--- src/rtl/uart_rx_pkg.sv ---
// Purpose: shared types and constants for the UART receive path.
// Latency: n/a (types, constants and a pure decode function only).
// Backpressure: n/a.
// Contents: FSM state enum, hex-ASCII range bounds, seven-segment patterns
// ({g,f,e,d,c,b,a}, active-high), default clock frequency and baud rate.
package uart_rx_pkg;

   typedef enum logic [1:0] {
      IDLE = 2'd0,
      READ = 2'd1,
      HOLD = 2'd2
   } rx_state_t;

   localparam int CLK_HZ = 27_000_000;
   localparam int BAUD   = 115200;

   // Inclusive bounds of the accepted hex character ranges
   localparam logic [7:0] ASCII_DIG_LO = 8'h30;  // '0'
   localparam logic [7:0] ASCII_DIG_HI = 8'h39;  // '9'
   localparam logic [7:0] ASCII_UPR_LO = 8'h41;  // 'A'
   localparam logic [7:0] ASCII_UPR_HI = 8'h46;  // 'F'
   localparam logic [7:0] ASCII_LWR_LO = 8'h61;  // 'a'
   localparam logic [7:0] ASCII_LWR_HI = 8'h66;  // 'f'

   localparam logic [6:0] SSEG_0 = 7'b0111111;
   localparam logic [6:0] SSEG_1 = 7'b0000110;
   localparam logic [6:0] SSEG_2 = 7'b1011011;
   localparam logic [6:0] SSEG_3 = 7'b1001111;
   localparam logic [6:0] SSEG_4 = 7'b1100110;
   localparam logic [6:0] SSEG_5 = 7'b1101101;
   localparam logic [6:0] SSEG_6 = 7'b1111101;
   localparam logic [6:0] SSEG_7 = 7'b0000111;
   localparam logic [6:0] SSEG_8 = 7'b1111111;
   localparam logic [6:0] SSEG_9 = 7'b1101111;
   localparam logic [6:0] SSEG_A = 7'b1110111;
   localparam logic [6:0] SSEG_B = 7'b1111100;
   localparam logic [6:0] SSEG_C = 7'b0111001;
   localparam logic [6:0] SSEG_D = 7'b1011110;
   localparam logic [6:0] SSEG_E = 7'b1111001;
   localparam logic [6:0] SSEG_F = 7'b1110001;

   function automatic logic [6:0] sseg_of(input logic [3:0] nib);
      logic [6:0] pat;
      case (nib)
         4'h0:    pat = SSEG_0;
         4'h1:    pat = SSEG_1;
         4'h2:    pat = SSEG_2;
         4'h3:    pat = SSEG_3;
         4'h4:    pat = SSEG_4;
         4'h5:    pat = SSEG_5;
         4'h6:    pat = SSEG_6;
         4'h7:    pat = SSEG_7;
         4'h8:    pat = SSEG_8;
         4'h9:    pat = SSEG_9;
         4'hA:    pat = SSEG_A;
         4'hB:    pat = SSEG_B;
         4'hC:    pat = SSEG_C;
         4'hD:    pat = SSEG_D;
         4'hE:    pat = SSEG_E;
         default: pat = SSEG_F;
      endcase
      return pat;
   endfunction

endpackage

--- src/rtl/hex_ascii_to_sseg.sv ---
// Purpose: classify one ASCII byte as a hex digit and map it to a segment pattern.
// Latency: purely combinational, zero cycles.
// Backpressure: none; output follows input every cycle.
// Ports: ascii (8b in), pattern (7b {g,f,e,d,c,b,a} out), valid (1b out, byte is 0-9/A-F/a-f).
module hex_ascii_to_sseg
   import uart_rx_pkg::*;
(
   input  logic [7:0] ascii,
   output logic [6:0] pattern,
   output logic       valid
);

   logic       is_dig;
   logic       is_upr;
   logic       is_lwr;
   logic [3:0] nib;

   always_comb begin
      is_dig = (ascii >= ASCII_DIG_LO) && (ascii <= ASCII_DIG_HI);
      is_upr = (ascii >= ASCII_UPR_LO) && (ascii <= ASCII_UPR_HI);
      is_lwr = (ascii >= ASCII_LWR_LO) && (ascii <= ASCII_LWR_HI);
      nib    = 4'h0;
      if (is_dig) begin
         nib = ascii[3:0];
      end else if (is_upr || is_lwr) begin
         // 'A'/'a' have low nibble 1, so adding 9 lands on 0xA
         nib = ascii[3:0] + 4'd9;
      end
      valid   = is_dig || is_upr || is_lwr;
      pattern = sseg_of(nib);
   end

endmodule

--- src/rtl/rx_display_scheduler.sv ---
// Purpose: pops received bytes from the async FIFO and shows hex characters on the 7-seg display.
// Latency: pop in cycle N, byte sampled in N+1, sseg updated from N+2; valid chars then dwell DWELL_CYCLES.
// Backpressure: pops only in IDLE while FIFO non-empty; fifo_empty ignored during READ/HOLD.
// Ports: clk, rst (sync, active-high), fifo_empty, fifo_rd_data[7:0] in;
//        fifo_rd_en, sseg[6:0], digit_valid, hold_busy, bad_char_cnt[7:0] out.
module rx_display_scheduler
   import uart_rx_pkg::*;
#(
   parameter int DWELL_CYCLES = 27_000_000,
   parameter int CNT_W        = 25
)(
   input  logic       clk,
   input  logic       rst,
   input  logic       fifo_empty,
   input  logic [7:0] fifo_rd_data,
   output logic       fifo_rd_en,
   output logic [6:0] sseg,
   output logic       digit_valid,
   output logic       hold_busy,
   output logic [7:0] bad_char_cnt
);

   localparam logic [CNT_W-1:0] DWELL_LOAD = CNT_W'(DWELL_CYCLES - 1);

   rx_state_t        state;
   rx_state_t        state_nxt;
   logic [CNT_W-1:0] dwell_cnt;
   logic [6:0]       dec_pattern;
   logic             dec_valid;

   hex_ascii_to_sseg u_dec (
      .ascii   (fifo_rd_data),
      .pattern (dec_pattern),
      .valid   (dec_valid)
   );

   // State register
   always_ff @(posedge clk) begin
      if (rst) begin
         state <= IDLE;
      end else begin
         state <= state_nxt;
      end
   end

   // Next-state logic
   always_comb begin
      state_nxt = state;
      case (state)
         IDLE:    if (!fifo_empty) state_nxt = READ;
         READ:    state_nxt = dec_valid ? HOLD : IDLE;
         HOLD:    if (dwell_cnt == '0) state_nxt = IDLE;
         default: state_nxt = IDLE;
      endcase
   end

   // Outputs; the rst term keeps a pop from escaping during the reset cycle
   always_comb begin
      fifo_rd_en = 1'b0;
      hold_busy  = 1'b0;
      case (state)
         IDLE:    fifo_rd_en = !fifo_empty && !rst;
         HOLD:    hold_busy  = 1'b1;
         default: ;
      endcase
   end

   // Display, dwell counter and reject counter
   always_ff @(posedge clk) begin
      if (rst) begin
         sseg         <= '0;
         digit_valid  <= 1'b0;
         dwell_cnt    <= '0;
         bad_char_cnt <= '0;
      end else begin
         case (state)
            READ: begin
               if (dec_valid) begin
                  sseg        <= dec_pattern;
                  digit_valid <= 1'b1;
                  dwell_cnt   <= DWELL_LOAD;
               end else if (bad_char_cnt != 8'hFF) begin
                  bad_char_cnt <= bad_char_cnt + 8'd1;
               end
            end
            HOLD: begin
               if (dwell_cnt != '0) dwell_cnt <= dwell_cnt - 1'b1;
            end
            default: ;
         endcase
      end
   end

endmodule

--- config.mk ---
export PLATFORM = sky130hd
export DESIGN_NAME = rx_display_scheduler
export DESIGN_NICKNAME = d
export VERILOG_FILES = /design/src/rtl/uart_rx_pkg.sv /design/src/rtl/hex_ascii_to_sseg.sv /design/src/rtl/rx_display_scheduler.sv
export SDC_FILE = /design/constraint.sdc
export NUM_CORES = 1
export LEC_CHECK = 0
export CAP_MARGIN = 20
export CORE_ASPECT_RATIO = 1.5
export CORE_MARGIN = 3
export CORE_UTILIZATION = 25
export CTS_CLUSTER_SIZE = 25
export DETAILED_ROUTE_END_ITERATION = 12
export PLACE_DENSITY_LB_ADDON = 0.08
export REMOVE_ABC_BUFFERS = 1
export SLEW_MARGIN = 10
export SYNTH_ARGS = -nofsm -noshare
export SYNTH_HDL_FRONTEND = slang
export SYNTH_SLANG_ARGS = --single-unit
--- constraint.sdc ---
create_clock -name clk -period 5.35 [get_ports clk]
set_input_delay 0.535 -clock clk [delete_from_list [all_inputs] [get_ports clk]]
set_output_delay 0.535 -clock clk [all_outputs]
set_load 0.005 [all_outputs]
# Word-level counts from Yosys, hierarchy flattened
# Memory sizes are Yosys's and may differ from the RTL's. A register that Yosys moved wholly into a read port is not among the register bits.
# Cells that the tools add are included.
[op_classes]
add_sub_neg = 3
n_lt_le_gt_ge = 6
eq_ne = 7
mux = 11
bitwise = 1
reduce_logical = 17
[op_table]
columns = ["operator", "n"]
rows = [
  ["25-bit two-way mux", 2],
  ["25-bit one-hot mux with 2 select lines", 1],
  ["25-bit logical NOT", 1],
  ["25-bit nonzero test", 1],
  ["25-bit by 1-bit subtractor with 25-bit output (second input constant)", 1],
  ["8-bit by 7-bit greater-or-equal comparator with 1-bit output (second input constant)", 2],
  ["8-bit by 7-bit <= comparator with 1-bit output (second input constant)", 2],
  ["8-bit by 1-bit adder with 8-bit output (second input constant)", 1],
  ["8-bit by 6-bit greater-or-equal comparator with 1-bit output (second input constant)", 1],
  ["8-bit by 6-bit <= comparator with 1-bit output (second input constant)", 1],
  ["4-bit two-way mux", 2],
  ["2-bit != test (second input constant)", 4],
  ["8-bit != test (second input constant)", 1],
  ["2-bit two-way mux", 3],
  ["2-bit one-hot mux with 3 select lines", 1],
  ["3-bit AND reduction", 2],
  ["4-bit adder (second input constant)", 1],
  ["1-bit logical AND", 4],
  ["2-bit AND reduction", 2],
  ["1-bit logical OR", 3],
  ["2-bit by 1-bit == test with 1-bit output (second input constant)", 1],
  ["2-bit == test (second input constant)", 1],
  ["1-bit logical NOT", 2],
  ["2-bit logical NOT", 1],
  ["3 further kinds", 4],
]
[totals]
reg_bits = 36
mem_bits_ro = 112
input_bits = 11
output_inout_bits = 18
elab_cells = 50
memories = 1
[mem_list]
columns = ["memory", "words", "word_bits", "rd", "rd_clocked_by_memory_dff", "wr", "line_no", "text"]
rows = [
  ["(no name shown)", 16, 7, 1, 1, 0, "uart_rx_pkg.sv:44", "case (nib)"],
]

# Depth between registers and ports, before layout
# Gate-level depths: netlist of the first run.
[logic_depth]
depth_word = 6
ltp_mapped = 11
depth_no_buf = 10

# Cells and area by module
# A second synthesis of the first run with hierarchy kept.
[unflattened]
cells_unflattened = 290
area_unflattened_um2 = 2539.9
[by_module_without_submodules]
columns = ["module", "instances", "cells_each", "area_each_um2", "seq_area_each_um2"]
rows = [
  ["rx_display_scheduler", 1, 232, 2045.7, 860.8],
  ["hex_ascii_to_sseg", 1, 58, 494.2, 0.0],
]

# Worst setup path before layout of the first run
# No wires, ideal clock.
[synth_timing]
kind = "input to register"
from = "input fifo_rd_data[1]"
to = "register sseg[5]"
setup_ns = 0.131
arrival_ns = 2.313
required_ns = 5.219
path_slack_ns = 2.905
path_stages = 11
n_path_buf = 1
cell_sequence = "inv_1 -> ha_1 -> nor3b_1 -> and3b_1 -> buf_4 -> a22o_1 -> inv_1 -> ha_1 -> a21oi_1 -> a2111oi_2 -> nor3_1"
[synth_via]
elab_chain_cells = 5
elab_cells_between_ends = 16
classes_between = "add/sub (1); order compare (6); mux (2); reduce/logical (7)"
[synth_lines]
columns = ["element", "line_no", "text"]
rows = [
  ["start, declared", "rx_display_scheduler.sv:15", "input logic [7:0] fifo_rd_data,"],
  ["8-bit by 7-bit greater-or-equal comparator with 1-bit output (tied with other cells)", "hex_ascii_to_sseg.sv:20", "is_upr = (ascii >= ASCII_UPR_LO) && (ascii <= ASCII_UPR_HI);"],
  ["1-bit logical AND (on tied branches)", "hex_ascii_to_sseg.sv:20, hex_ascii_to_sseg.sv:19, hex_ascii_to_sseg.sv:21", ""],
  ["1-bit logical OR (on tied branches)", "hex_ascii_to_sseg.sv:25, hex_ascii_to_sseg.sv:29", ""],
  ["4-bit two-way mux or 1-bit logical OR (tied branches)", "hex_ascii_to_sseg.sv:25, hex_ascii_to_sseg.sv:29", ""],
  ["4-bit two-way mux or 2-bit AND reduction (tied branches)", "n/a", ""],
  ["end, declared", "rx_display_scheduler.sv:17", "output logic [6:0] sseg,"],
]
# Several ways; a longest one is shown, not always the timed one.
# A chain may end at the register's enable or synchronous reset.

# Final worst setup path of the first run
[layout_timing]
from = "input fifo_rd_data[0]"
to = "register sseg[0]"
# Same word-level chain as after synthesis.

==> results.txt, run 1 <==
----------------------------------------------------
[Outcome]
  Result of the run ... complete, no violations

[Synth]
  Post-synthesis area per instance ... just under 9 um^2
  Netlist area before placement ... between 2000 and 2500 um^2
  Sequential element share of the synthesized area ... 0.358
  Number of enable flip-flop cells after synthesis ... 0
  Gate count of the mapped netlist ... between 200 and 300
  Register bit count reported by yosys ... 43
  Share of synthesized cell area in full adder, half adder and majority cells ... 0.0624
  Netlist cell types ... 59
  Yosys warnings ... 0
  Top FF cell, synth ... sky130_fd_sc_hd__dfxtp_1
  XOR/XNOR Fraction of Synth Area ... 0.102
  Main combinational cell family by area after synthesis ... simple AND/OR/NAND/NOR gates
  Synth async-reset ratio ... 0
  Compound-Gate Fraction of Synth Area ... 0.164
  Multiplexer area fraction after synthesis ... 0.00416
  Simple-Gate Fraction of Synth Area ... 0.270

[CTS]
  Number of buffers added to fix hold violations after cts ... 0
  Buffer count from post-CTS setup fixing ... 0
  Library cell used as clock root buffer ... sky130_fd_sc_hd__clkbuf_16
  Clock Pin Slew Worst Setup and Hold Paths ... approximately 0.06 ns
  Clock sink count ... 43
  Number of H-tree levels ... 2
  Clk buf depth ... 2
  Clk Latency, worst-skew pair ... 0.29 ns
  TritonCTS clock tree ... built
  Cts repair resizes ... 0
  Number of buffers created by CTS ... 5

[Place]
  Weighted congestion at the end of routability-driven global placement ... 0.744
  IO Port Bufs ... 28
  Post-DP HPWL ... 4540 um

[Pwr]
  Leakage power ... between 1 and 1.5 nW
  Power density of the placed cells ... 273 nW/um^2
  Highest ir drop seen on vdd ... around 0.17 mV

[Global route]
  Largest net degree at the start of global routing ... 40
  Number of antenna violations at the first check in global routing ... 0
  GRT Resource Usage Total ... 0.121
  Wire length of the first global-routing pass ... between 10000 and 15000 um
  Number of global-route vias before repair ... between 2000 and 2500
  Residual overflow from global routing ... 0

[Setup path]
  CP arrival ... around 3.2 ns
  Element type at the critical path end ... flop
  Maximum fanout encountered on the critical timing path ... 9
  CP Class ... input port to flop
  WP data required ... approximately 5.6 ns
  Type of origin of the critical path ... input port

[Timing]
  Pins over their slew limit ... 0
  Final worst clock skew ... about 0.006 ns
  Post-layout minimum cycle time ... 2.98 ns
  Aggregate negative setup slack ... 0 ns
  Unrepaired setup endpoints after global routing ... false
  Hold Violations, Final ... 0
  Count of endpoints failing setup in the final report ... 0
  Final worst-path cycle share ... 0.556
  Max-slew headroom at the worst pin ... 0.321
  Highest Clock Rate ... 336 MHz
  Transition at the pin with the smallest max-transition slack ... 1.01 ns

[Drt]
  Wirelength per Cell ... roughly 15 um
  Post-DR vias/cell ... between 4 and 5
  DRC ... 0
  Initial DRT Pass Iterations ... 4
  Total via count in the routed design ... between 2000 and 2500
  Number of DRC violations after detailed-routing iteration 0 ... 50
  Final wirelength ... between 6000 and 7000 um
  Post-detailed-route count of antenna-violating nets ... 0

[Floorplan]
  Core area ... between 9000 and 10000 um^2
  Starting density of the core ... 0.258
  Die Wd ... roughly 86 um
  Die area ... between 10000 and 15000 um^2
  Die Height ... 126 um
  Top-Level Pins ... 29
  Cell Rows ... 43

[Final layout]
  Fraction of layout instances using a drive strength above 1 ... 0.0698
  Footprint of the multi-input gates ... around 1400 um^2
  Commonest non-fill, non-tap cell in the layout ... sky130_fd_sc_hd__dfxtp_1
  Commonest cells after routing, fill and taps aside ... 43 x sky130_fd_sc_hd__dfxtp_1, 33 x sky130_fd_sc_hd__nor2_1, 28 x sky130_fd_sc_hd__clkdlybuf4s50_1
  Sequential Area ... around 860 um^2
  Growth of design area from synthesis to finish ... 23.3%
  Fin util ... 0.318
  Fill cell count ... 999
  Number of diodes ... 0
  Count of nets after finishing ... 323

[Run]
  Max_cap viols ... 0

[Min path]
  Class of the worst hold path ... flop to flop

----------------------------------------------------
## layer usage
layer,vias to the layer above,part of all wire,track usage
met2,34,0.54,0.216
met3,13,0.032,0.0295
li1,1046,-,-
met1,949,0.40,0.128
met4,0,0.028,0.0615
met5,-,0,0
## stage by stage
| step | hold WS, ns | instances | total power, mW | setup slack, ns | cell area [um^2] |
|---|---|---|---|---|---|
| final | 0.455 | 413 | 0.810 | 2.37 | 2960 |
| after global routing | 0.498 | 413 | 0.846 | 2.19 | 2960 |
| after CTS | 0.459 | 413 | 0.824 | 2.38 | 2960 |
| after detailed placement | 0.449 | 405 | 0.422 | 2.08 | 2780 |
| after global placement | 0.445 | 405 | 0.423 | 2.14 | 2780 |
| after floorplan | 0.424 | 263 | 0.387 | 2.94 | 2340 |
## worst paths after layout
| path | startpoint | endpoint | slack [ns] | cells past startpoint |
|---|---|---|---|---|
| min | sseg[4] | sseg[4] | 0.46 | 2 |
| min reg2reg | sseg[4] | sseg[4] | 0.46 | 2 |
| max | fifo_rd_data[0] | sseg[0] | 2.37 | 11 |
| max reg2reg | dwell_cnt[0] | dwell_cnt[23] | 2.93 | 7 |
## cell usage after synthesis (2+ instances only)
master	n	area share
sky130_fd_sc_hd__a31oi_1	2	0.0052
sky130_fd_sc_hd__nor2b_1	2	0.0052
sky130_fd_sc_hd__dfxtp_1	43	0.36
sky130_fd_sc_hd__a22oi_1	2	0.0062
sky130_fd_sc_hd__buf_4	2	0.0062
sky130_fd_sc_hd__or2_1	2	0.0052
sky130_fd_sc_hd__inv_1	8	0.012
sky130_fd_sc_hd__nand4_1	7	0.018
sky130_fd_sc_hd__nand3_1	11	0.023
sky130_fd_sc_hd__o22ai_1	2	0.0052
sky130_fd_sc_hd__nand2_1	11	0.017
sky130_fd_sc_hd__nand4b_1	3	0.011
sky130_fd_sc_hd__nor4_1	9	0.023
sky130_fd_sc_hd__a211oi_1	4	0.012
sky130_fd_sc_hd__or4_1	2	0.0062
sky130_fd_sc_hd__nand2b_1	4	0.010
sky130_fd_sc_hd__a21oi_1	22	0.046
sky130_fd_sc_hd__buf_2	4	0.0083
sky130_fd_sc_hd__or3_1	3	0.0078
sky130_fd_sc_hd__nor2_1	33	0.052
sky130_fd_sc_hd__a311oi_1	2	0.0073
sky130_fd_sc_hd__xnor2_1	11	0.040
sky130_fd_sc_hd__a21o_1	2	0.0062
sky130_fd_sc_hd__clkbuf_1	5	0.0078
sky130_fd_sc_hd__nor4_2	2	0.010
sky130_fd_sc_hd__xor2_1	17	0.062
sky130_fd_sc_hd__o21ai_2	2	0.0073
sky130_fd_sc_hd__nor3b_1	3	0.0094
sky130_fd_sc_hd__nor3_1	9	0.019
sky130_fd_sc_hd__o21ai_0	6	0.012
sky130_fd_sc_hd__ha_1	12	0.062
## state kept, by name (all words and copies together), names as in the netlist
register	flops
state	2
sseg	7
dwell_cnt	25
bad_char_cnt	8
digit_valid	1
## final cells by class
type                       count  share of cell area
sequential                    43               0.290
tap                          112              0.0473
clock inverter                 2              0.0203
timing repair buffer          30              0.0996
inverter                       8              0.0101
multi-input combinational    212               0.489
clock buffer                   6              0.0435
## power by group
| part | internal (mW) | switching (mW) |
|---|---|---|
| Sequential | 0.326 | 0.00546 |
| Clock | 0.268 | 0.129 |
| Combinational | 0.0352 | 0.0475 |
## critical path: stages
cell,delay [ns]
sky130_fd_sc_hd__clkdlybuf4s50_1,0.60
sky130_fd_sc_hd__inv_1,0.09
sky130_fd_sc_hd__ha_1,0.23
sky130_fd_sc_hd__nor3b_1,0.15
sky130_fd_sc_hd__and3b_1,0.44
sky130_fd_sc_hd__a22o_1,0.29
sky130_fd_sc_hd__inv_1,0.12
sky130_fd_sc_hd__ha_1,0.23
sky130_fd_sc_hd__a21oi_1,0.21
sky130_fd_sc_hd__a21oi_1,0.10
sky130_fd_sc_hd__a211oi_1,0.19
## cells by family after synthesis
kind of cell,after synthesis
and+or+nand+nor,113
DFF,43
AOI/OAI and AO/OA,58
xor gates and xnor gates,28
muxes,1
adders and majority gates,12
buffers and inverters,20
No activity file was read; power rests on OpenSTA's default activity.
==> inputs of run 2 (changes only) <==
==> constraint.sdc (replaced) <==
create_clock -name clk -period 2.95 [get_ports clk]
set_input_delay 0.295 -clock clk [delete_from_list [all_inputs] [get_ports clk]]
set_output_delay 0.295 -clock clk [all_outputs]
set_load 0.005 [all_outputs]
==> results.txt, run 2 (same netlist as run 1, synthesis figures left out) <==
----------------------------------------------------
[Drt]
  Final wirelength ... approximately 6300 um
  Wirelength per Cell ... around 15 um
  Post-detailed-route count of antenna-violating nets ... 0
  DRC ... 0
  Initial DRT Pass Iterations ... 4
  Post-DR vias/cell ... approximately 4.9
  Total via count in the routed design ... 2079
  Number of DRC violations after detailed-routing iteration 0 ... 50

[Place]
  IO Port Bufs ... 28
  Weighted congestion at the end of routability-driven global placement ... ~0.73
  Post-DP HPWL ... about 4700 um

[Floorplan]
  Die Wd ... between 80 and 90 um
  Cell Rows ... 43
  Starting density of the core ... 0.258
  Core area ... a little over 9000 um^2
  Die area ... 10900 um^2
  Top-Level Pins ... 29
  Die Height ... between 100 and 150 um

[Timing]
  Transition at the pin with the smallest max-transition slack ... about 0.54 ns
  Final worst clock skew ... ~0.0075 ns
  Hold Violations, Final ... 0
  Aggregate negative setup slack ... 0 ns
  Final hold slack ... between 0.4 and 0.5 ns
  Highest Clock Rate ... between 300 and 400 MHz
  Max-slew headroom at the worst pin ... 0.638
  Pins over their slew limit ... 0
  Unrepaired setup endpoints after global routing ... false
  Post-layout minimum cycle time ... between 2 and 3 ns
  Final worst-path cycle share ... 0.871
  Count of endpoints failing setup in the final report ... 0

[Final layout]
  Flip-flop count of the largest register after layout ... 25
  Fill cell count ... 999
  Reg with most FFs ... dwell_cnt
  Count of nets after finishing ... 331
  Fin util ... 0.323
  Registers with the most flip-flops ... dwell_cnt (25), bad_char_cnt (8), sseg (7)
  Growth of design area from synthesis to finish ... 25.0%
  Number of diodes ... 0
  Commonest non-fill, non-tap cell in the layout ... sky130_fd_sc_hd__dfxtp_1
  Fraction of layout instances using a drive strength above 1 ... 0.0971
  Commonest cells after routing, fill and taps aside ... 43 x sky130_fd_sc_hd__dfxtp_1, 33 x sky130_fd_sc_hd__nor2_1, 28 x sky130_fd_sc_hd__clkdlybuf4s50_1

[Global route]
  Residual overflow from global routing ... 0
  Wire length of the first global-routing pass ... 10600 um
  Number of global-route vias before repair ... around 2200
  Largest net degree at the start of global routing ... 39
  Number of antenna violations at the first check in global routing ... 0
  GRT Resource Usage Total ... 0.124

[CTS]
  Number of H-tree levels ... 2
  TritonCTS clock tree ... built
  Library cell used as clock root buffer ... sky130_fd_sc_hd__clkbuf_16
  Clk Latency, worst-skew pair ... ~0.29 ns
  Clock Pin Slew Worst Setup and Hold Paths ... roughly 0.070 ns
  Buffer count from post-CTS setup fixing ... 0
  Cts repair resizes ... 0
  Number of buffers added to fix hold violations after cts ... 0
  Clk buf depth ... 2
  Number of buffers created by CTS ... 5
  Clock sink count ... 43

[Pwr]
  Total Power ... ~1.4 mW
  Leakage power ... 1.08 nW
  Net Sw Frac ... 0.244
  Fraction of power consumed by the clock network ... 0.462
  Portion of total power attributed to combinational logic ... 0.110
  Cell Int Power ... ~1.1 mW
  Switch Pwr ... 0.343 mW
  Share of power burned in registers ... 0.428
  Power density of the placed cells ... 467 nW/um^2
  Highest ir drop seen on vdd ... 0.226 mV

[Setup path]
  WP data required ... between 3 and 4 ns
  Cell-by-cell trace of the critical path ... clkdlybuf4s50_1 -> inv_1 -> ha_1 -> o21bai_1 -> a21oi_2 -> a22o_1 -> inv_1 -> ha_1 -> a21oi_1 -> a2111oi_2 -> nor3_1
  Type of origin of the critical path ... input port
  Element type at the critical path end ... flop
  CP Class ... input port to flop
  Maximum fanout encountered on the critical timing path ... 7
  Slowest stage delay, CP ... 0.60 ns
  Critical-path top delay cell ... sky130_fd_sc_hd__clkdlybuf4s50_1
  CP arrival ... around 2.7 ns

[Min path]
  Class of the worst hold path ... flop to flop

[Outcome]
  Result of the run ... complete, no violations

[Run]
  Max_cap viols ... 0

----------------------------------------------------
-- run 2: per-stage QoR --
stage	instance area [um^2]	cells	setup slack [ns]
2_1_floorplan	2340	263	0.784
3_3_place_gp	2840	413	0.144
3_5_place_dp	2840	413	0.0622
4_1_cts	3010	421	0.386
5_1_grt	3010	421	0.0966
6_report	3010	421	0.381
-- run 2: power by group through the flow --
stage / logic, mW / clock network, mW / registers (mW)
3_3_place_gp: 0.158 / 0 / 0.614
2_1_floorplan: 0.0893 / 0 / 0.612
3_5_place_dp: 0.157 / 0 / 0.614
4_1_cts: 0.158 / 0.674 / 0.601
6_report: 0.155 / 0.649 / 0.601
5_1_grt: 0.173 / 0.695 / 0.602
-- run 2: layout make-up --
type | instances | area, um^2 | share of cell area
clock inverters | 3 | 46.3 | 0.0154
repair buffers | 38 | 355 | 0.118
multi-input cells | 212 | 1450 | 0.482
inverters | 8 | 30.0 | 0.00999
clock buffers | 5 | 125 | 0.0416
well taps | 112 | 140 | 0.0466
flip-flops and latches | 43 | 861 | 0.286
-- run 2: path summary, 6_finish.rpt --
path / from / to / slack (ns) / cells after the start
min reg2reg: state[0] / state[0] / 0.45 / 1
max: fifo_rd_data[0] / sseg[5] / 0.38 / 11
min: state[0] / state[0] / 0.45 / 1
max reg2reg: dwell_cnt[10] / dwell_cnt[3] / 0.81 / 6
-- run 2: routing by layer --
layer	wire [um]	track usage	part of all wire	vias up
li1	-	-	-	1058
met1	2540	0.130	0.40	981
met2	3450	0.233	0.54	32
met3	229	0.0281	0.036	8
met4	120	0.0503	0.019	0
met5	0	0	0	-
-- run 2: critical path, delay by kind of cell --
kind,cells,cell delay [ns]
AND/OR/NAND/NOR,1,0.08
adder cells (fa/ha/maj),2,0.43
AO/OA/AOI/OAI,5,1.08
buffers and inverters,3,0.83
==> inputs of run 3 (changes only) <==
--- a/config.mk
+++ b/config.mk
@@ -8,7 +8,7 @@
 export CAP_MARGIN = 20
 export CORE_ASPECT_RATIO = 1.5
 export CORE_MARGIN = 3
-export CORE_UTILIZATION = 25
+export CORE_UTILIZATION = 24
 export CTS_CLUSTER_SIZE = 25
 export DETAILED_ROUTE_END_ITERATION = 12
 export PLACE_DENSITY_LB_ADDON = 0.08
==> results.txt, run 3 (same netlist as run 1, synthesis figures left out) <==
----------------------------------------------------
[CTS]
  Library cell used as clock root buffer ... sky130_fd_sc_hd__clkbuf_16
  Number of buffers created by CTS ... 5
  Buffer count from post-CTS setup fixing ... 0
  Clock sink count ... 43
  TritonCTS clock tree ... built
  Number of H-tree levels ... 2
  Clock Pin Slew Worst Setup and Hold Paths ... roughly 0.060 ns
  Cts repair resizes ... 0
  Clk Latency, worst-skew pair ... 0.29 ns
  Clk buf depth ... 2
  Number of buffers added to fix hold violations after cts ... 0

[Outcome]
  Result of the run ... complete, no violations

[Drt]
  Post-detailed-route count of antenna-violating nets ... 0
  Post-DR vias/cell ... roughly 4.9
  DRC ... 0
  Final wirelength ... ~6500 um
  Number of DRC violations after detailed-routing iteration 0 ... 43
  Initial DRT Pass Iterations ... 4
  Wirelength per Cell ... 15.1 um
  Total via count in the routed design ... 2095

[Global route]
  Number of global-route vias before repair ... around 2100
  Residual overflow from global routing ... 0
  GRT Resource Usage Total ... 0.122
  Largest net degree at the start of global routing ... 39
  Wire length of the first global-routing pass ... about 11000 um
  Number of antenna violations at the first check in global routing ... 0

[Final layout]
  Total non-filler cell area in the finished layout ... between 3000 and 4000 um^2
  Count of nets after finishing ... between 300 and 400
  Reg with most FFs ... dwell_cnt
  Growth of design area from synthesis to finish ... 24.9%
  Number of diodes ... 0
  Commonest cells after routing, fill and taps aside ... 43 x sky130_fd_sc_hd__dfxtp_1, 33 x sky130_fd_sc_hd__nor2_1, 28 x sky130_fd_sc_hd__clkdlybuf4s50_1
  Registers with the most flip-flops ... dwell_cnt (25), bad_char_cnt (8), sseg (7)
  Flip-flop count of the largest register after layout ... 25
  Fraction of layout instances using a drive strength above 1 ... 0.103
  Commonest non-fill, non-tap cell in the layout ... sky130_fd_sc_hd__dfxtp_1

[Place]
  Post-DP HPWL ... between 4000 and 5000 um
  IO Port Bufs ... 28
  Area after DPL ... roughly 2900 um^2
  Weighted congestion at the end of routability-driven global placement ... between 0.7 and 0.8

[Setup path]
  CP arrival ... 2.53 ns
  Number of buffer and inverter instances along the worst setup path ... 3
  Maximum fanout encountered on the critical timing path ... 4
  Cell class contributing the biggest share of worst-path delay ... buffers and inverters
  Critical-path top delay cell ... sky130_fd_sc_hd__clkdlybuf4s50_1
  Element type at the critical path end ... flop
  WP data required ... slightly above 3 ns
  Cell-by-cell trace of the critical path ... clkdlybuf4s50_1 -> inv_1 -> ha_1 -> nor3b_1 -> and3b_1 -> a22o_1 -> inv_1 -> ha_1 -> a21oi_1 -> a2111oi_2 -> nor3_1
  CP Class ... input port to flop
  Slowest stage delay, CP ... 0.47 ns
  Type of origin of the critical path ... input port

[Floorplan]
  Starting density of the core ... 0.247
  Cell Rows ... 44
  Die Height ... between 100 and 150 um
  Core area ... 9740 um^2
  Die area ... around 11000 um^2
  Die Wd ... slightly below 90 um
  Top-Level Pins ... 29

[Pwr]
  Power density of the placed cells ... roughly 440 nW/um^2
  Highest ir drop seen on vdd ... a little over 0.2 mV
  Leakage power ... between 1 and 1.5 nW

[Timing]
  Highest Clock Rate ... about 420 MHz
  Count of endpoints failing setup in the final report ... 0
  Hold Violations, Final ... 0
  Transition at the pin with the smallest max-transition slack ... 0.587 ns
  Pins over their slew limit ... 0
  Aggregate negative setup slack ... 0 ns
  Max-slew headroom at the worst pin ... 0.608
  Final worst-path cycle share ... 0.803
  Final worst clock skew ... between 0.01 and 0.015 ns
  Unrepaired setup endpoints after global routing ... false
  Post-layout minimum cycle time ... ~2.4 ns
  Final hold slack ... between 0.4 and 0.5 ns

[Min path]
  Class of the worst hold path ... flop to flop

[Run]
  Max_cap viols ... 0

----------------------------------------------------
==> run 3: area by class of cell <==
type,instances,area (um^2)
fillers,1042,6740
multi-input cells,212,1450
flip-flops and latches,43,861
repair buffers,40,370
well taps,115,144
clock buffers,5,125
inverters,8,30.0
clock inverters,3,25.0
==> run 3: metal layers <==
| layer | GRT usage | wire length, um |
|---|---|---|
| met1 | 0.131 | 2650 |
| met4 | 0.0488 | 136 |
| met5 | 0 | 0 |
| met3 | 0.0243 | 128 |
| met2 | 0.227 | 3530 |
==> run 3: tightest hold or removal path, cell delays in order (launching register included) <==
cell and delay [ns]:
sky130_fd_sc_hd__dfxtp_1 0.31, sky130_fd_sc_hd__nand2_1 0.05, sky130_fd_sc_hd__a21oi_1 0.05
==> run 3: where the power goes <==
part / switching (mW) / internal (mW)
registers: 0.0100 / 0.591
logic: 0.0903 / 0.0700
clock network: 0.251 / 0.317
total: 0.351 / 0.978
==> run 3: path summary, 6_finish.rpt <==
path | slack [ns] | endpoint | start | depth (start not counted)
setup / recovery | 0.58 | sseg[5] | fifo_rd_data[1] | 11
hold reg to reg | 0.46 | sseg[4] | sseg[4] | 2
setup reg to reg | 0.82 | dwell_cnt[3] | dwell_cnt[10] | 6
hold / removal | 0.46 | sseg[4] | sseg[4] | 2
==> run 3: per-stage QoR <==
stage                     utilization  cells  power [mW]  setup WS, ns
after floorplan                     -    263       0.702         0.784
after global routing            0.308    426        1.39         0.314
after detailed placement        0.293    418       0.775         0.265
after global placement          0.293    418       0.776         0.290
after CTS                       0.308    426        1.35         0.579
final                           0.308    426        1.33         0.581
